--- src/rtl/div_64bit_seq.sv ---
// Multi-cycle radix-2 restoring divider for eBPF DIV/MOD, signed or unsigned.
// Valid/ready on both sides; divide-by-zero gives q=0, r=a and completes in one cycle.
module div_64bit_seq #(
    parameter int unsigned WIDTH = 64
) (
    input  logic             clk,
    input  logic             rst_n,
    input  logic             in_valid,
    output logic             in_ready,
    input  logic [WIDTH-1:0] a,
    input  logic [WIDTH-1:0] b,
    input  logic             is_signed,
    output logic             out_valid,
    input  logic             out_ready,
    output logic [WIDTH-1:0] quotient,
    output logic [WIDTH-1:0] remainder,
    output logic             div_by_zero
);

    localparam int unsigned CntW = $clog2(WIDTH);

    typedef enum logic [1:0] {StIdle, StCalc, StFix, StDone} state_e;

    state_e            state_q, state_d;
    logic [CntW-1:0]   cnt_q, cnt_d;
    logic [WIDTH-1:0]  rem_q, rem_d;
    logic [WIDTH-1:0]  dvd_q, dvd_d;
    logic [WIDTH-1:0]  dsr_q, dsr_d;
    logic              negq_q, negq_d;
    logic              negr_q, negr_d;
    logic [WIDTH-1:0]  quot_q, quot_d;
    logic [WIDTH-1:0]  remo_q, remo_d;
    logic              dbz_q, dbz_d;

    logic              a_neg, b_neg;
    logic [WIDTH-1:0]  a_mag, b_mag;
    logic [WIDTH:0]    shifted, trial;
    logic              b_zero;

    // Magnitudes stay WIDTH bits: |MIN| reads correctly as an unsigned value.
    always_comb begin
        a_neg   = is_signed & a[WIDTH-1];
        b_neg   = is_signed & b[WIDTH-1];
        a_mag   = a_neg ? (~a + 1'b1) : a;
        b_mag   = b_neg ? (~b + 1'b1) : b;
        b_zero  = (b == '0);
        shifted = {rem_q, dvd_q[WIDTH-1]};
        trial   = shifted - {1'b0, dsr_q};
    end

    // State register
    always_ff @(posedge clk or negedge rst_n) begin
        if (!rst_n) begin
            state_q <= StIdle;
        end else begin
            state_q <= state_d;
        end
    end

    // Next-state logic
    always_comb begin
        state_d = state_q;
        unique case (state_q)
            StIdle: if (in_valid) state_d = b_zero ? StDone : StCalc;
            StCalc: if (cnt_q == '0) state_d = StFix;
            StFix:  state_d = StDone;
            StDone: if (out_ready) state_d = StIdle;
            default: state_d = StIdle;
        endcase
    end

    // FSM outputs
    always_comb begin
        in_ready  = (state_q == StIdle);
        out_valid = (state_q == StDone);
    end

    // Datapath next-state
    always_comb begin
        cnt_d  = cnt_q;
        rem_d  = rem_q;
        dvd_d  = dvd_q;
        dsr_d  = dsr_q;
        negq_d = negq_q;
        negr_d = negr_q;
        quot_d = quot_q;
        remo_d = remo_q;
        dbz_d  = dbz_q;
        unique case (state_q)
            StIdle: begin
                if (in_valid) begin
                    cnt_d  = CntW'(WIDTH - 1);
                    rem_d  = '0;
                    dvd_d  = a_mag;
                    dsr_d  = b_mag;
                    negq_d = a_neg ^ b_neg;
                    negr_d = a_neg;
                    if (b_zero) begin
                        quot_d = '0;
                        remo_d = a;
                        dbz_d  = 1'b1;
                    end
                end
            end
            StCalc: begin
                // Quotient bits shift into the freed low end of the dividend register.
                rem_d = trial[WIDTH] ? shifted[WIDTH-1:0] : trial[WIDTH-1:0];
                dvd_d = {dvd_q[WIDTH-2:0], ~trial[WIDTH]};
                if (cnt_q != '0) cnt_d = cnt_q - CntW'(1);
            end
            StFix: begin
                quot_d = negq_q ? (~dvd_q + 1'b1) : dvd_q;
                remo_d = negr_q ? (~rem_q + 1'b1) : rem_q;
                dbz_d  = 1'b0;
            end
            default: ;
        endcase
    end

    always_ff @(posedge clk or negedge rst_n) begin
        if (!rst_n) begin
            cnt_q  <= '0;
            rem_q  <= '0;
            dvd_q  <= '0;
            dsr_q  <= '0;
            negq_q <= 1'b0;
            negr_q <= 1'b0;
            quot_q <= '0;
            remo_q <= '0;
            dbz_q  <= 1'b0;
        end else begin
            cnt_q  <= cnt_d;
            rem_q  <= rem_d;
            dvd_q  <= dvd_d;
            dsr_q  <= dsr_d;
            negq_q <= negq_d;
            negr_q <= negr_d;
            quot_q <= quot_d;
            remo_q <= remo_d;
            dbz_q  <= dbz_d;
        end
    end

    assign quotient    = quot_q;
    assign remainder   = remo_q;
    assign div_by_zero = dbz_q;

endmodule

--- config.mk ---
export PLATFORM = sky130hd
export DESIGN_NAME = div_64bit_seq
export DESIGN_NICKNAME = d
export VERILOG_FILES = /design/src/rtl/div_64bit_seq.sv
export SDC_FILE = /design/constraint.sdc
export NUM_CORES = 1
export LEC_CHECK = 0
export ABC_CLOCK_PERIOD_IN_PS = 3700
export BUFFER_PORTS_ARGS = -buffer_cell sky130_fd_sc_hd__buf_2
export CAP_MARGIN = 20
export CORE_MARGIN = 1.5
export CORE_UTILIZATION = 40
export CTS_BUF_LIST = sky130_fd_sc_hd__clkbuf_16
export DETAILED_ROUTE_END_ITERATION = 8
export GPL_TIMING_DRIVEN = 0
export PLACE_DENSITY_LB_ADDON = 0.15
export SLEW_MARGIN = 20
export SYNTH_ARGS = -nofsm -noshare
export SYNTH_HDL_FRONTEND = slang
export SYNTH_SLANG_ARGS = --single-unit
--- constraint.sdc ---
create_clock -name clk -period 3.7 [get_ports clk]
set_clock_uncertainty 0.05 [all_clocks]
set_input_delay 0.74 -clock clk [delete_from_list [all_inputs] [get_ports clk]]
set_output_delay 0.74 -clock clk [all_outputs]
set_load 0.02 [all_outputs]
==> results_tabular.tex, run 1 <==
\begin{tabular}{lr}
\hline
Metric & Value \\
\hline
\multicolumn{2}{l}{\textbf{Run status}} \\
Result of the run & finished, final reports clean \\
\multicolumn{2}{l}{\textbf{Power and ir drop}} \\
Fraction of power consumed by the clock network & 0.136 \\
Pwr/cell area & 1060 nW/µm² \\
Part of the total power dissipated in sequential elements & 0.244 \\
Switching power total & 15.2 mW \\
Combinational share of power & 0.620 \\
Highest ir drop seen on vdd & 0.515 mV \\
Total chip power & 29.5 mW \\
Proportion of total power due to net switching & 0.516 \\
Leakage power & 12.0 nW \\
Pint & 14.3 mW \\
\multicolumn{2}{l}{\textbf{Logic synthesis}} \\
Register bit total from synthesis & 331 \\
Dominant cell by count in the synthesized netlist & sky130\_fd\_sc\_hd\_\_nand2\_1 \\
Synth top area share & 0.348 \\
Most frequent cells after synthesis & sky130\_fd\_sc\_hd\_\_nand2\_1, sky130\_fd\_sc\_hd\_\_o21ai\_0, sky130\_fd\_sc\_hd\_\_dfrtp\_1 \\
Count of yosys warnings during synthesis & 0 \\
Netlist cell types & 82 \\
Number of instances in the synthesized netlist & 3071 \\
Syn avg cell area & 7.75 µm² \\
Netlist Area Pre-Place & 23800 µm² \\
Cell type contributing the most total cell area after synthesis & sky130\_fd\_sc\_hd\_\_dfrtp\_1 \\
Commonest register cell after synthesis & sky130\_fd\_sc\_hd\_\_dfrtp\_1 \\
Net count after synthesis & 3279 \\
Number of flops mapped to enable cells by yosys & 0 \\
Sequential share of the synthesized area & 0.348 \\
Proportion of synthesized flip-flops having asynchronous set or reset & 1.00 \\
Synth top area cells & sky130\_fd\_sc\_hd\_\_dfrtp\_1, sky130\_fd\_sc\_hd\_\_o21ai\_0, sky130\_fd\_sc\_hd\_\_nand2\_1 \\
\multicolumn{2}{l}{\textbf{Place}} \\
Worst setup timing slack at the placement stage & -1230 ps \\
Total placed instance area & 26200 µm² \\
HPWL reported at the end of detailed placement & 70.5 mm \\
Number of port buffers & 263 \\
Final RePlAce weighted congestion & 0.969 \\
\multicolumn{2}{l}{\textbf{Route}} \\
Uppermost signal routing layer after detailed routing & met5 \\
Met1 Wirelength & 37.6 mm \\
Number of design rule violations left after detail routing & 0 \\
Vias & 23600 \\
DRC marker count from the first detailed-route iteration & 1711 \\
Count of TritonRoute iterations in the first routing pass & 6 \\
Total met3 wirelength after detailed routing & 5.14 mm \\
Number of routed nets with antenna violations & 0 \\
Detail Route met2 WL & 40.2 mm \\
Wirelength per Cell & 20.8 µm \\
Drt total wl & 87.1 mm \\
Detail-routed via count per cell & 5.63 \\
\multicolumn{2}{l}{\textbf{Setup path}} \\
Crit Path Max Fanout & 4 \\
CP arrival & 4010 ps \\
Levels on crit path & 11 \\
CP delay by family, top & simple AND/OR/NAND/NOR gates \\
CP Class & in -> reg \\
Critical path data required time & 4130 ps \\
CP max-delay cell & sky130\_fd\_sc\_hd\_\_or4\_1 \\
Crit-path max cell delay & 600 ps \\
Worst Setup Start Kind & input port \\
Reg-to-reg slack, setup & 150 ps \\
R2R Path Start & dvd\_q[63]\$\_DFFE\_PN0P\_ \\
Critical path endpoint category & register \\
Terminus of the critical flop-to-flop path & rem\_q[62]\$\_DFFE\_PN0P\_ \\
Logic depth of the worst register-to-register path & 16 \\
Crit path buffers/inverters & 1 \\
Sequence of cells on the critical path & buf\_2 > or4\_1 > nor4b\_1 > nand4\_1 > or4\_1 > nand2b\_1 > nor2b\_1 > nand2\_1 > a21oi\_1 > a21oi\_1 > o21ai\_1 \\
\multicolumn{2}{l}{\textbf{Run}} \\
Number of max-cap violations & 0 \\
\multicolumn{2}{l}{\textbf{Floorplan}} \\
Num ports & 264 \\
Standard cell core area & 58900 µm² \\
Starting utilization of the core area & 0.404 \\
Die Wd & 247 µm \\
Die Area & 61000 µm² \\
Row cnt & 89 \\
Vertical die dimension & 247 µm \\
\multicolumn{2}{l}{\textbf{Cells and area}} \\
NumNets Final & 3586 \\
Proportion of layout cells with a drive suffix above 1 & 0.138 \\
Area added between synthesis and finish & 17.3\% \\
Final standard cell area without fillers & 27900 µm² \\
Final core area utilization & 0.474 \\
\multicolumn{2}{l}{\textbf{STA}} \\
Shortest period the worst path allows & 3580 ps \\
Actual transition at the worst max-transition pin & 1020 ps \\
Final-report hold violation count & 0 \\
\# setup viols final & 0 \\
Smallest setup slack after layout & 124 ps \\
Slew margin rel. & 0.321 \\
Final critical-path share of the clock period & 0.966 \\
Max Freq & 0.280 GHz \\
Number of pins exceeding their max-slew limit in the final report & 0 \\
Worst Hold Slack & 87.2 ps \\
\multicolumn{2}{l}{\textbf{CTS}} \\
CTS tree & built \\
Clock Path Buffers & 3 \\
CTS sink cnt & 331 \\
Total number of H-tree levels & 2 \\
Later-pin clock latency in the skew report & 590 ps \\
Buffer cell driving the clock tree root & sky130\_fd\_sc\_hd\_\_clkbuf\_16 \\
Clock-pin slew on the worst setup and hold paths & 60 ps \\
Clock buffer count from CTS & 42 \\
CTS Hold Buffers Added & 0 \\
\multicolumn{2}{l}{\textbf{Global route}} \\
Number of antenna violations at the first check in global routing & 3 \\
Wire length of the first global-routing pass & 132 mm \\
Maximum number of pins on one net before global-route repair & 99 \\
Vias in the first global route & 23000 \\
Overall routing resource usage & 0.280 \\
Grt total ovfl & 0 \\
\multicolumn{2}{l}{\textbf{Min path}} \\
Class of the tightest hold or removal check & in -> async \\
\hline
\end{tabular}
[cell families after synthesis]
| logic type | share of synthesized area |
|---|---|
| xor gates and xnor gates | 0.110 |
| adders and majority gates | 0.0397 |
| muxes | 0.00841 |
| buffers and inverters | 0.0493 |
| AOI/OAI and AO/OA | 0.246 |
| and+or+nand+nor | 0.198 |
| DFF | 0.348 |
[placed cells by master, fill, tap and decap left out, types with 26 or more instances in the layout]
cell and count:
sky130_fd_sc_hd__ha_1 72, sky130_fd_sc_hd__nand3_1 30, sky130_fd_sc_hd__nand2b_1 29, sky130_fd_sc_hd__xor2_1 133, sky130_fd_sc_hd__a21oi_1 299, sky130_fd_sc_hd__clkbuf_16 43
sky130_fd_sc_hd__a21o_1 32, sky130_fd_sc_hd__xnor2_1 167, sky130_fd_sc_hd__o31ai_1 55, sky130_fd_sc_hd__buf_2 283, sky130_fd_sc_hd__o21ai_0 404, sky130_fd_sc_hd__nor2_1 236
sky130_fd_sc_hd__nor3_1 42, sky130_fd_sc_hd__dfrtp_1 326, sky130_fd_sc_hd__o41ai_1 26, sky130_fd_sc_hd__nand2_1 497, sky130_fd_sc_hd__or3_1 52, sky130_fd_sc_hd__or4_1 27
sky130_fd_sc_hd__clkbuf_1 122, sky130_fd_sc_hd__inv_1 116
[metrics by stage]
step                instances  setup TNS [ps]
CTS                      4195               0
finish                   4188               0
global route             4182           -2.23
floorplan                3071               0
global placement         4107        -1696310
detailed placement       4110         -208860
[final cells by class]
type | count | area (µm²)
Fill cell | 5961 | 31000
Multi-Input combinational cell | 2439 | 14600
Sequential cell | 331 | 8290
Timing Repair Buffer | 282 | 1540
Clock buffer | 43 | 1080
Tap cell | 773 | 967
Buffer | 172 | 732
Inverter | 110 | 415
Clock inverter | 32 | 255
Antenna cell | 6 | 15.0
[sequential cells by signal, indices dropped and copies added (netlist names)]
register and flops:
rem_q 64, negq_q 1, dsr_q 64, quotient 64, div_by_zero 1, state_q 2, cnt_q 6, remainder 64
dvd_q 64, negr_q 1
[power by group through the flow]
stage	Combinational (mW)	Clock (mW)	Sequential, mW
after CTS	18.0	4.08	7.13
final	18.3	4.01	7.19
after floorplan	11.9	0	7.17
after detailed placement	17.5	0	7.18
after global routing	20.3	4.24	7.37
after global placement	17.3	0	7.10
[worst reg2reg max path, cell delays in order (launching register included)]
cell and delay [ps]:
sky130_fd_sc_hd__dfrtp_1 400, sky130_fd_sc_hd__inv_4 50, sky130_fd_sc_hd__ha_2 200, sky130_fd_sc_hd__fa_2 370
sky130_fd_sc_hd__nor2b_4 130, sky130_fd_sc_hd__o31a_1 200, sky130_fd_sc_hd__o21a_1 200, sky130_fd_sc_hd__o211ai_1 120
sky130_fd_sc_hd__buf_4 180, sky130_fd_sc_hd__a211oi_4 320, sky130_fd_sc_hd__o211ai_1 160, sky130_fd_sc_hd__a32o_2 260
sky130_fd_sc_hd__buf_12 140, sky130_fd_sc_hd__buf_4 170, sky130_fd_sc_hd__buf_6 150, sky130_fd_sc_hd__a32oi_1 200
sky130_fd_sc_hd__o21ai_0 110
[how the worst max path moves through the flow]
stage	slack, ps	endpoint	startpoint
6_report	120	dvd_q[63]$_DFFE_PN0P_	a[20]
5_1_grt	-2	rem_q[0]$_DFFE_PN0P_	dvd_q[63]$_DFFE_PN0P_
4_1_cts	2	rem_q[62]$_DFFE_PN0P_	rem_q[10]$_DFFE_PN0P_
3_3_place_gp	-4580	dsr_q[57]$_DFFE_PN0P_	rst_n
2_1_floorplan	270	remainder[10]$_DFFE_PN0P_	b[3]
3_5_place_dp	-1230	remainder[52]$_DFFE_PN0P_	b[3]
[metal layers]
metal | GRT usage | vias to the layer above
met1 | 0.369 | 11200
li1 | - | 11400
met2 | 0.464 | 788
met3 | 0.0264 | 194
met4 | 0.131 | 4
met5 | 0 | -
[timing repair]
| action | 4_1_cts | 5_1_grt |
|---|---|---|
| setup buffers | 11 | 5 |
| pin swaps | 10 | 15 |
| endpoints found under the hold margin | 0 | 0 |
| gates cloned | 0 | 0 |
| endpoints found under the setup margin | 258 | 148 |
| resized for setup | 46 | 46 |
(Power assumes the default switching activity.)
==> run 2, diff against run 1 <==
--- a/config.mk
+++ b/config.mk
@@ -5,11 +5,11 @@
 export SDC_FILE = /design/constraint.sdc
 export NUM_CORES = 1
 export LEC_CHECK = 0
-export ABC_CLOCK_PERIOD_IN_PS = 3700
+export ABC_CLOCK_PERIOD_IN_PS = 3750
 export BUFFER_PORTS_ARGS = -buffer_cell sky130_fd_sc_hd__buf_2
 export CAP_MARGIN = 20
 export CORE_MARGIN = 1.5
-export CORE_UTILIZATION = 40
+export CORE_UTILIZATION = 60
 export CTS_BUF_LIST = sky130_fd_sc_hd__clkbuf_16
 export DETAILED_ROUTE_END_ITERATION = 8
 export GPL_TIMING_DRIVEN = 0
==> constraint.sdc (replaced) <==
create_clock -name clk -period 3.75 [get_ports clk]
set_clock_uncertainty 0.05 [all_clocks]
set_input_delay 0.75 -clock clk [delete_from_list [all_inputs] [get_ports clk]]
set_output_delay 0.75 -clock clk [all_outputs]
set_load 0.02 [all_outputs]
==> results_tabular.tex, run 2 (synthesized netlist as in run 1, its figures left out) <==
\begin{tabular}{lr}
\hline
Metric & Value \\
\hline
\multicolumn{2}{l}{\textbf{Place}} \\
Worst setup timing slack at the placement stage & -1020 ps (was -1230 ps) \\
Number of port buffers & 263 (unchanged) \\
Total placed instance area & 25900 µm² (was 26200 µm²) \\
HPWL reported at the end of detailed placement & 63.8 mm (was 70.5 mm) \\
Final RePlAce weighted congestion & 0.995 (was 0.969) \\
\multicolumn{2}{l}{\textbf{STA}} \\
Smallest setup slack after layout & 67.5 ps (was 124 ps) \\
Slew margin rel. & 0.384 (was 0.321) \\
Final-report hold violation count & 0 (unchanged) \\
\# setup viols final & 0 (unchanged) \\
RSZ-0062 raised after global routing & yes \\
Number of pins exceeding their max-slew limit in the final report & 0 (unchanged) \\
Actual transition at the worst max-transition pin & 924 ps (was 1020 ps) \\
Max Freq & 0.272 GHz \\
Final critical-path share of the clock period & 0.982 \\
Shortest period the worst path allows & 3680 ps \\
\multicolumn{2}{l}{\textbf{Route}} \\
Drt total wl & 82.0 mm (was 87.1 mm) \\
Number of routed nets with antenna violations & 0 (unchanged) \\
Count of TritonRoute iterations in the first routing pass & 8 (was 6) \\
Number of design rule violations left after detail routing & 0 (unchanged) \\
DRC marker count from the first detailed-route iteration & 2236 (was 1711) \\
Vias & 24300 (was 23600) \\
Wirelength per Cell & 20.9 µm (was 20.8 µm) \\
Detail-routed via count per cell & 6.19 (was 5.63) \\
\multicolumn{2}{l}{\textbf{CTS}} \\
Buffer cell driving the clock tree root & sky130\_fd\_sc\_hd\_\_clkbuf\_16 (unchanged) \\
CTS tree & built (unchanged) \\
CTS Hold Buffers Added & 0 (unchanged) \\
Total number of H-tree levels & 2 (unchanged) \\
Later-pin clock latency in the skew report & 570 ps (was 590 ps) \\
CTS sink cnt & 331 (unchanged) \\
Clock Path Buffers & 3 (unchanged) \\
Clock-pin slew on the worst setup and hold paths & 60 ps (about the same) \\
Clock buffer count from CTS & 36 (was 42) \\
\multicolumn{2}{l}{\textbf{Power and ir drop}} \\
Switching power total & 15.0 mW (was 15.2 mW) \\
Proportion of total power due to net switching & 0.521 (was 0.516) \\
Pint & 13.8 mW (was 14.3 mW) \\
Total chip power & 28.8 mW (was 29.5 mW) \\
Leakage power & 11.9 nW (was 12.0 nW) \\
Fraction of power consumed by the clock network & 0.123 (was 0.136) \\
Highest ir drop seen on vdd & 0.452 mV (was 0.515 mV) \\
Pwr/cell area & 1050 nW/µm² (was 1060 nW/µm²) \\
Part of the total power dissipated in sequential elements & 0.246 (was 0.244) \\
Combinational share of power & 0.631 (was 0.620) \\
\multicolumn{2}{l}{\textbf{Global route}} \\
Number of antenna violations at the first check in global routing & 8 (was 3) \\
Maximum number of pins on one net before global-route repair & 103 (was 99) \\
Vias in the first global route & 23600 (was 23000) \\
Overall routing resource usage & 0.396 (was 0.280) \\
Grt total ovfl & 0 (unchanged) \\
Wire length of the first global-routing pass & 127 mm (was 132 mm) \\
\multicolumn{2}{l}{\textbf{Cells and area}} \\
Area added between synthesis and finish & 15.1\% (was 17.3\%) \\
Proportion of layout cells with a drive suffix above 1 & 0.136 (was 0.138) \\
NumNets Final & 3581 (was 3586) \\
Final core area utilization & 0.704 (was 0.474) \\
Most common library cell in the layout ignoring fill and taps & sky130\_fd\_sc\_hd\_\_nand2\_1 (unchanged) \\
Final standard cell area without fillers & 27400 µm² (was 27900 µm²) \\
Most frequent cells in the layout & sky130\_fd\_sc\_hd\_\_nand2\_1, sky130\_fd\_sc\_hd\_\_o21ai\_0, sky130\_fd\_sc\_hd\_\_dfrtp\_1 (unchanged) \\
Filler Cells Inserted & 3202 (was 5961) \\
\multicolumn{2}{l}{\textbf{Setup path}} \\
Reg-to-reg slack, setup & 70 ps (was 150 ps) \\
Crit path buffers/inverters & 4 (was 1) \\
Top cell by count, worst path & sky130\_fd\_sc\_hd\_\_nand2\_1 \\
CP delay by family, top & buffers and inverters (was simple AND/OR/NAND/NOR gates) \\
CP arrival & 4090 ps (was 4010 ps) \\
Critical path data required time & 4160 ps (was 4130 ps) \\
Worst Setup Start Kind & register (was input port) \\
CP max-delay cell & sky130\_fd\_sc\_hd\_\_clkdlybuf4s15\_1 (was sky130\_fd\_sc\_hd\_\_or4\_1) \\
Logic depth of the worst register-to-register path & 9 (was 16) \\
CP Class & reg -> reg (was in -> reg) \\
Sequence of cells on the critical path & inv\_1 > ha\_1 > nand2\_1 > clkdlybuf4s15\_1 > a21boi\_2 > clkbuf\_2 > buf\_1 > nand2\_1 > o21ai\_0 (was buf\_2 > or4\_1 > nor4b\_1 > nand4\_1 > or4\_1 > nand2b\_1 > nor2b\_1 > nand2\_1 > a21oi\_1 > a21oi\_1 > o21ai\_1) \\
Critical path origin & state\_q[0]\$\_DFFE\_PN0P\_ (was a[20]) \\
Crit Path Max Fanout & 11 (was 4) \\
R2R Path Start & state\_q[0]\$\_DFFE\_PN0P\_ (was dvd\_q[63]\$\_DFFE\_PN0P\_) \\
Terminus of the critical flop-to-flop path & dvd\_q[40]\$\_DFFE\_PN0P\_ (was rem\_q[62]\$\_DFFE\_PN0P\_) \\
Critical path endpoint category & register (unchanged) \\
Levels on crit path & 9 (was 11) \\
Crit-path max cell delay & 680 ps (was 600 ps) \\
\multicolumn{2}{l}{\textbf{Floorplan}} \\
Num ports & 264 (unchanged) \\
Row cnt & 72 (was 89) \\
Die Wd & 202 µm (was 247 µm) \\
Die Area & 40900 µm² (was 61000 µm²) \\
Starting utilization of the core area & 0.612 (was 0.404) \\
Vertical die dimension & 202 µm (was 247 µm) \\
Standard cell core area & 38900 µm² (was 58900 µm²) \\
\multicolumn{2}{l}{\textbf{Min path}} \\
Class of the tightest hold or removal check & in -> async (unchanged) \\
\multicolumn{2}{l}{\textbf{Run}} \\
Number of max-cap violations & 0 (unchanged) \\
\multicolumn{2}{l}{\textbf{Run status}} \\
Result of the run & finished, final reports clean (unchanged) \\
\hline
\end{tabular}
==> run 2: per-layer routing <==
layer	global-route usage	up-vias	wire length [µm]
met5	0	-	78
met4	0.212	10	4850
met3	0.0774	310	6960
met2	0.665	1254	38500
met1	0.480	11200	31600
li1	-	11400	-
==> run 2: what timing repair did <==
action,4_1_cts,5_1_grt
pin swaps,6,15
gates resized for setup,41,75
setup endpoints to repair,253,151
cloned,1,0
buffers inserted,6,6
==> run 2: power by group through the flow <==
stage,clock [mW],combinational [mW],sequential (mW)
2_1_floorplan,0,11.7,7.08
3_3_place_gp,0,16.6,6.89
3_5_place_dp,0,17.0,7.00
4_1_cts,3.54,17.4,6.96
5_1_grt,3.69,19.9,7.22
6_report,3.55,18.2,7.08
==> run 2: per-stage QoR <==
stage               setup TNS, ps  cells  hold slack, ps
floorplan                       0   3071             400
global placement         -1492630   3852             407
detailed placement        -171110   3855             416
CTS                             0   3919            67.0
global route                 -156   3913            88.5
finish                          0   3919            55.8
==> run 2: worst max-delay path by stage <==
stage | to | slack, ps
final | dvd_q[40]$_DFFE_PN0P_ | 70
after global routing | remainder[58]$_DFFE_PN0P_ | -30
after CTS | rem_q[49]$_DFFE_PN0P_ | 6
after detailed placement | remainder[52]$_DFFE_PN0P_ | -1020
after global placement | dsr_q[59]$_DFFE_PN0P_ | -4100
after floorplan | remainder[10]$_DFFE_PN0P_ | 310
==> run 2: cell type report <==
class | instances | area [µm²] | area share
multi-input combinational | 2440 | 14600 | 0.535
sequential | 331 | 8290 | 0.303
timing repair buffer | 278 | 1500 | 0.0547
clock buffer | 37 | 926 | 0.0338
buffer | 176 | 762 | 0.0278
tap | 518 | 648 | 0.0237
inverter | 110 | 415 | 0.0152
clock inverter | 23 | 198 | 0.00721
antenna | 6 | 15.0 | 0.000548
==> run 3, diff against run 2 <==
--- a/config.mk
+++ b/config.mk
@@ -8,7 +8,6 @@
 export ABC_CLOCK_PERIOD_IN_PS = 3750
 export BUFFER_PORTS_ARGS = -buffer_cell sky130_fd_sc_hd__buf_2
 export CAP_MARGIN = 20
-export CORE_MARGIN = 1.5
 export CORE_UTILIZATION = 60
 export CTS_BUF_LIST = sky130_fd_sc_hd__clkbuf_16
 export DETAILED_ROUTE_END_ITERATION = 8
==> results_tabular.tex, run 3 (synthesized netlist as in run 1, its figures left out) <==
\begin{tabular}{lr}
\hline
Metric & Value \\
\hline
\multicolumn{2}{l}{\textbf{STA}} \\
Final-report hold violation count & 0 (unchanged) \\
\# setup viols final & 0 (unchanged) \\
Slew margin rel. & 0.334 (was 0.384) \\
Number of pins exceeding their max-slew limit in the final report & 0 (unchanged) \\
Total Neg Setup Slack & 0 ps (unchanged) \\
Shortest period the worst path allows & 3650 ps (was 3680 ps) \\
Final critical-path share of the clock period & 0.972 (was 0.982) \\
Max Freq & 0.274 GHz (was 0.272 GHz) \\
Actual transition at the worst max-transition pin & 999 ps (was 924 ps) \\
\multicolumn{2}{l}{\textbf{Route}} \\
DRC marker count from the first detailed-route iteration & 2397 (was 2236) \\
Number of design rule violations left after detail routing & 0 (unchanged) \\
Number of routed nets with antenna violations & 0 (unchanged) \\
Count of TritonRoute iterations in the first routing pass & 6 (was 8) \\
Wirelength per Cell & 20.6 µm (was 20.9 µm) \\
Drt total wl & 81.2 mm (was 82.0 mm) \\
Detail-routed via count per cell & 6.16 (was 6.19) \\
Vias & 24300 (about the same) \\
\multicolumn{2}{l}{\textbf{Global route}} \\
Wire length of the first global-routing pass & 125 mm (was 127 mm) \\
Number of antenna violations at the first check in global routing & 6 (was 8) \\
Vias in the first global route & 23200 (was 23600) \\
Grt total ovfl & 0 (unchanged) \\
Maximum number of pins on one net before global-route repair & 100 (was 103) \\
Overall routing resource usage & 0.392 (was 0.396) \\
\multicolumn{2}{l}{\textbf{Setup path}} \\
CP Class & reg -> reg (unchanged) \\
Crit Path Max Fanout & 3 (was 11) \\
Sequence of cells on the critical path & inv\_4 > ha\_4 > fa\_2 > nor2b\_4 > o31a\_1 > o21ai\_0 > o311a\_1 > o211a\_4 > o41a\_1 > buf\_4 > o21ai\_2 > o21ai\_0 > xnor2\_1 > o21ai\_0 (was inv\_1 > ha\_1 > nand2\_1 > clkdlybuf4s15\_1 > a21boi\_2 > clkbuf\_2 > buf\_1 > nand2\_1 > o21ai\_0) \\
CP arrival & 4030 ps (was 4090 ps) \\
Top cell by count, worst path & sky130\_fd\_sc\_hd\_\_o21ai\_0 (was sky130\_fd\_sc\_hd\_\_nand2\_1) \\
Worst Setup Start Kind & register (unchanged) \\
Critical path data required time & 4140 ps (was 4160 ps) \\
Crit-path max cell delay & 420 ps (was 680 ps) \\
CP max-delay cell & sky130\_fd\_sc\_hd\_\_o311a\_1 (was sky130\_fd\_sc\_hd\_\_clkdlybuf4s15\_1) \\
Critical path endpoint category & register (unchanged) \\
\multicolumn{2}{l}{\textbf{Run}} \\
Number of max-cap violations & 0 (unchanged) \\
\multicolumn{2}{l}{\textbf{Cells and area}} \\
Most common library cell in the layout ignoring fill and taps & sky130\_fd\_sc\_hd\_\_nand2\_1 (unchanged) \\
Final standard cell area without fillers & 27600 µm² (was 27400 µm²) \\
Final core area utilization & 0.708 (was 0.704) \\
Area added between synthesis and finish & 15.8\% (was 15.1\%) \\
Proportion of layout cells with a drive suffix above 1 & 0.135 (was 0.136) \\
Most frequent cells in the layout & sky130\_fd\_sc\_hd\_\_nand2\_1, sky130\_fd\_sc\_hd\_\_o21ai\_0, sky130\_fd\_sc\_hd\_\_dfrtp\_1 (unchanged) \\
NumNets Final & 3591 (was 3581) \\
\multicolumn{2}{l}{\textbf{Floorplan}} \\
Row cnt & 72 (unchanged) \\
Standard cell core area & 38900 µm² (unchanged) \\
Vertical die dimension & 201 µm (was 202 µm) \\
Die Area & 40500 µm² (was 40900 µm²) \\
Starting utilization of the core area & 0.612 (unchanged) \\
Die Wd & 201 µm (was 202 µm) \\
Num ports & 264 (unchanged) \\
\multicolumn{2}{l}{\textbf{Power and ir drop}} \\
Highest ir drop seen on vdd & 0.516 mV (was 0.452 mV) \\
Total chip power & 29.0 mW (was 28.8 mW) \\
Pwr/cell area & 1050 nW/µm² (about the same) \\
Leakage power & 11.9 nW (about the same) \\
\multicolumn{2}{l}{\textbf{CTS}} \\
Later-pin clock latency in the skew report & 580 ps (was 570 ps) \\
Clock-pin slew on the worst setup and hold paths & 60 ps (about the same) \\
Clock buffer count from CTS & 38 (was 36) \\
Buffer cell driving the clock tree root & sky130\_fd\_sc\_hd\_\_clkbuf\_16 (unchanged) \\
CTS sink cnt & 331 (unchanged) \\
CTS Hold Buffers Added & 0 (unchanged) \\
Clock Path Buffers & 3 (unchanged) \\
Total number of H-tree levels & 2 (unchanged) \\
CTS tree & built (unchanged) \\
\multicolumn{2}{l}{\textbf{Place}} \\
Number of port buffers & 263 (unchanged) \\
Total placed instance area & 25900 µm² (unchanged) \\
Final RePlAce weighted congestion & 0.992 (was 0.995) \\
HPWL reported at the end of detailed placement & 63.5 mm (was 63.8 mm) \\
\multicolumn{2}{l}{\textbf{Run status}} \\
Result of the run & finished, final reports clean (unchanged) \\
\multicolumn{2}{l}{\textbf{Min path}} \\
Class of the tightest hold or removal check & in -> async (unchanged) \\
\hline
\end{tabular}
==> run 3: changes by cell type in the layout (fill, tap and decap cells not counted), sizes merged <==
| cell | previous run | this run |
|---|---|---|
| clkbuf | 174 | 192 |
| clkinv | 9 | 18 |
| inv | 119 | 114 |
| buf | 315 | 312 |
| clkdlybuf4s15 | 2 | 0 |
| a32o | 2 | 1 |
| bufinv | 4 | 5 |
| diode | 6 | 5 |
==> run 3: power breakdown <==
group	switching, mW	internal (mW)	leakage [nW]
clock	1.57	2.32	0.655
sequential	1.86	5.18	4.18
combinational	11.5	6.59	7.08
total	14.9	14.1	11.9
==> run 3: worst max-delay path: cells and delay by family (launching register included) <==
| family | cells | cell delay (ps) |
|---|---|---|
| adders and majority gates | 2 | 540 |
| xor gates and xnor gates | 1 | 230 |
| buffers and inverters | 2 | 230 |
| DFF | 1 | 400 |
| AOI/OAI and AO/OA | 8 | 1890 |
| and+or+nand+nor | 1 | 160 |
==> run 3: repair_timing <==
item | CTS | global route
endpoints found under the setup margin | 241 | 146
gates resized for setup | 33 | 56
pin swaps | 8 | 15
setup buffers | 5 | 7
==> run 3: worst paths after layout <==
path / start / end / slack (ps) / cells past startpoint
worst max-delay path: dvd_q[63]$_DFFE_PN0P_ / rem_q[50]$_DFFE_PN0P_ / 100 / 14
worst max register to register: dvd_q[63]$_DFFE_PN0P_ / rem_q[50]$_DFFE_PN0P_ / 100 / 14
worst min-delay path: rst_n / quotient[7]$_DFFE_PN0P_ / 50 / 1
max in group asynchronous: rst_n / remainder[63]$_DFFE_PN0P_ / 2320 / 3
min in group clk: quotient[47]$_DFFE_PN0P_ / quotient[47]$_DFFE_PN0P_ / 420 / 2
worst min register to register: quotient[47]$_DFFE_PN0P_ / quotient[47]$_DFFE_PN0P_ / 420 / 2
==> run 3: final cells by class <==
| class | instances | area, µm² |
|---|---|---|
| clock inverter | 28 | 270 |
| inverter | 110 | 415 |
| fill | 3187 | 11400 |
| antenna | 5 | 12.5 |
| clock buffer | 41 | 1030 |
| multi-input combinational | 2439 | 14600 |
| timing repair buffer | 278 | 1510 |
| sequential | 331 | 8290 |
| tap | 518 | 648 |
| buffer | 185 | 783 |
==> run 3: per-stage QoR <==
stage / hold slack [ps] / instances / setup slack, ps
2_1_floorplan: 400 / 3071 / 309
4_1_cts: 65.6 / 3927 / 14.9
6_report: 50.2 / 3935 / 104
3_3_place_gp: 406 / 3852 / -4120
3_5_place_dp: 415 / 3855 / -1000
5_1_grt: 91.9 / 3930 / -22.5
==> run 3: metal layers <==
layer | vias to the layer above | GRT usage | share of wire
met3 | 291 | 0.0677 | 0.082
li1 | 11400 | - | -
met1 | 11300 | 0.481 | 0.39
met4 | 8 | 0.231 | 0.062
met5 | - | 0 | 0.00043
met2 | 1231 | 0.651 | 0.46
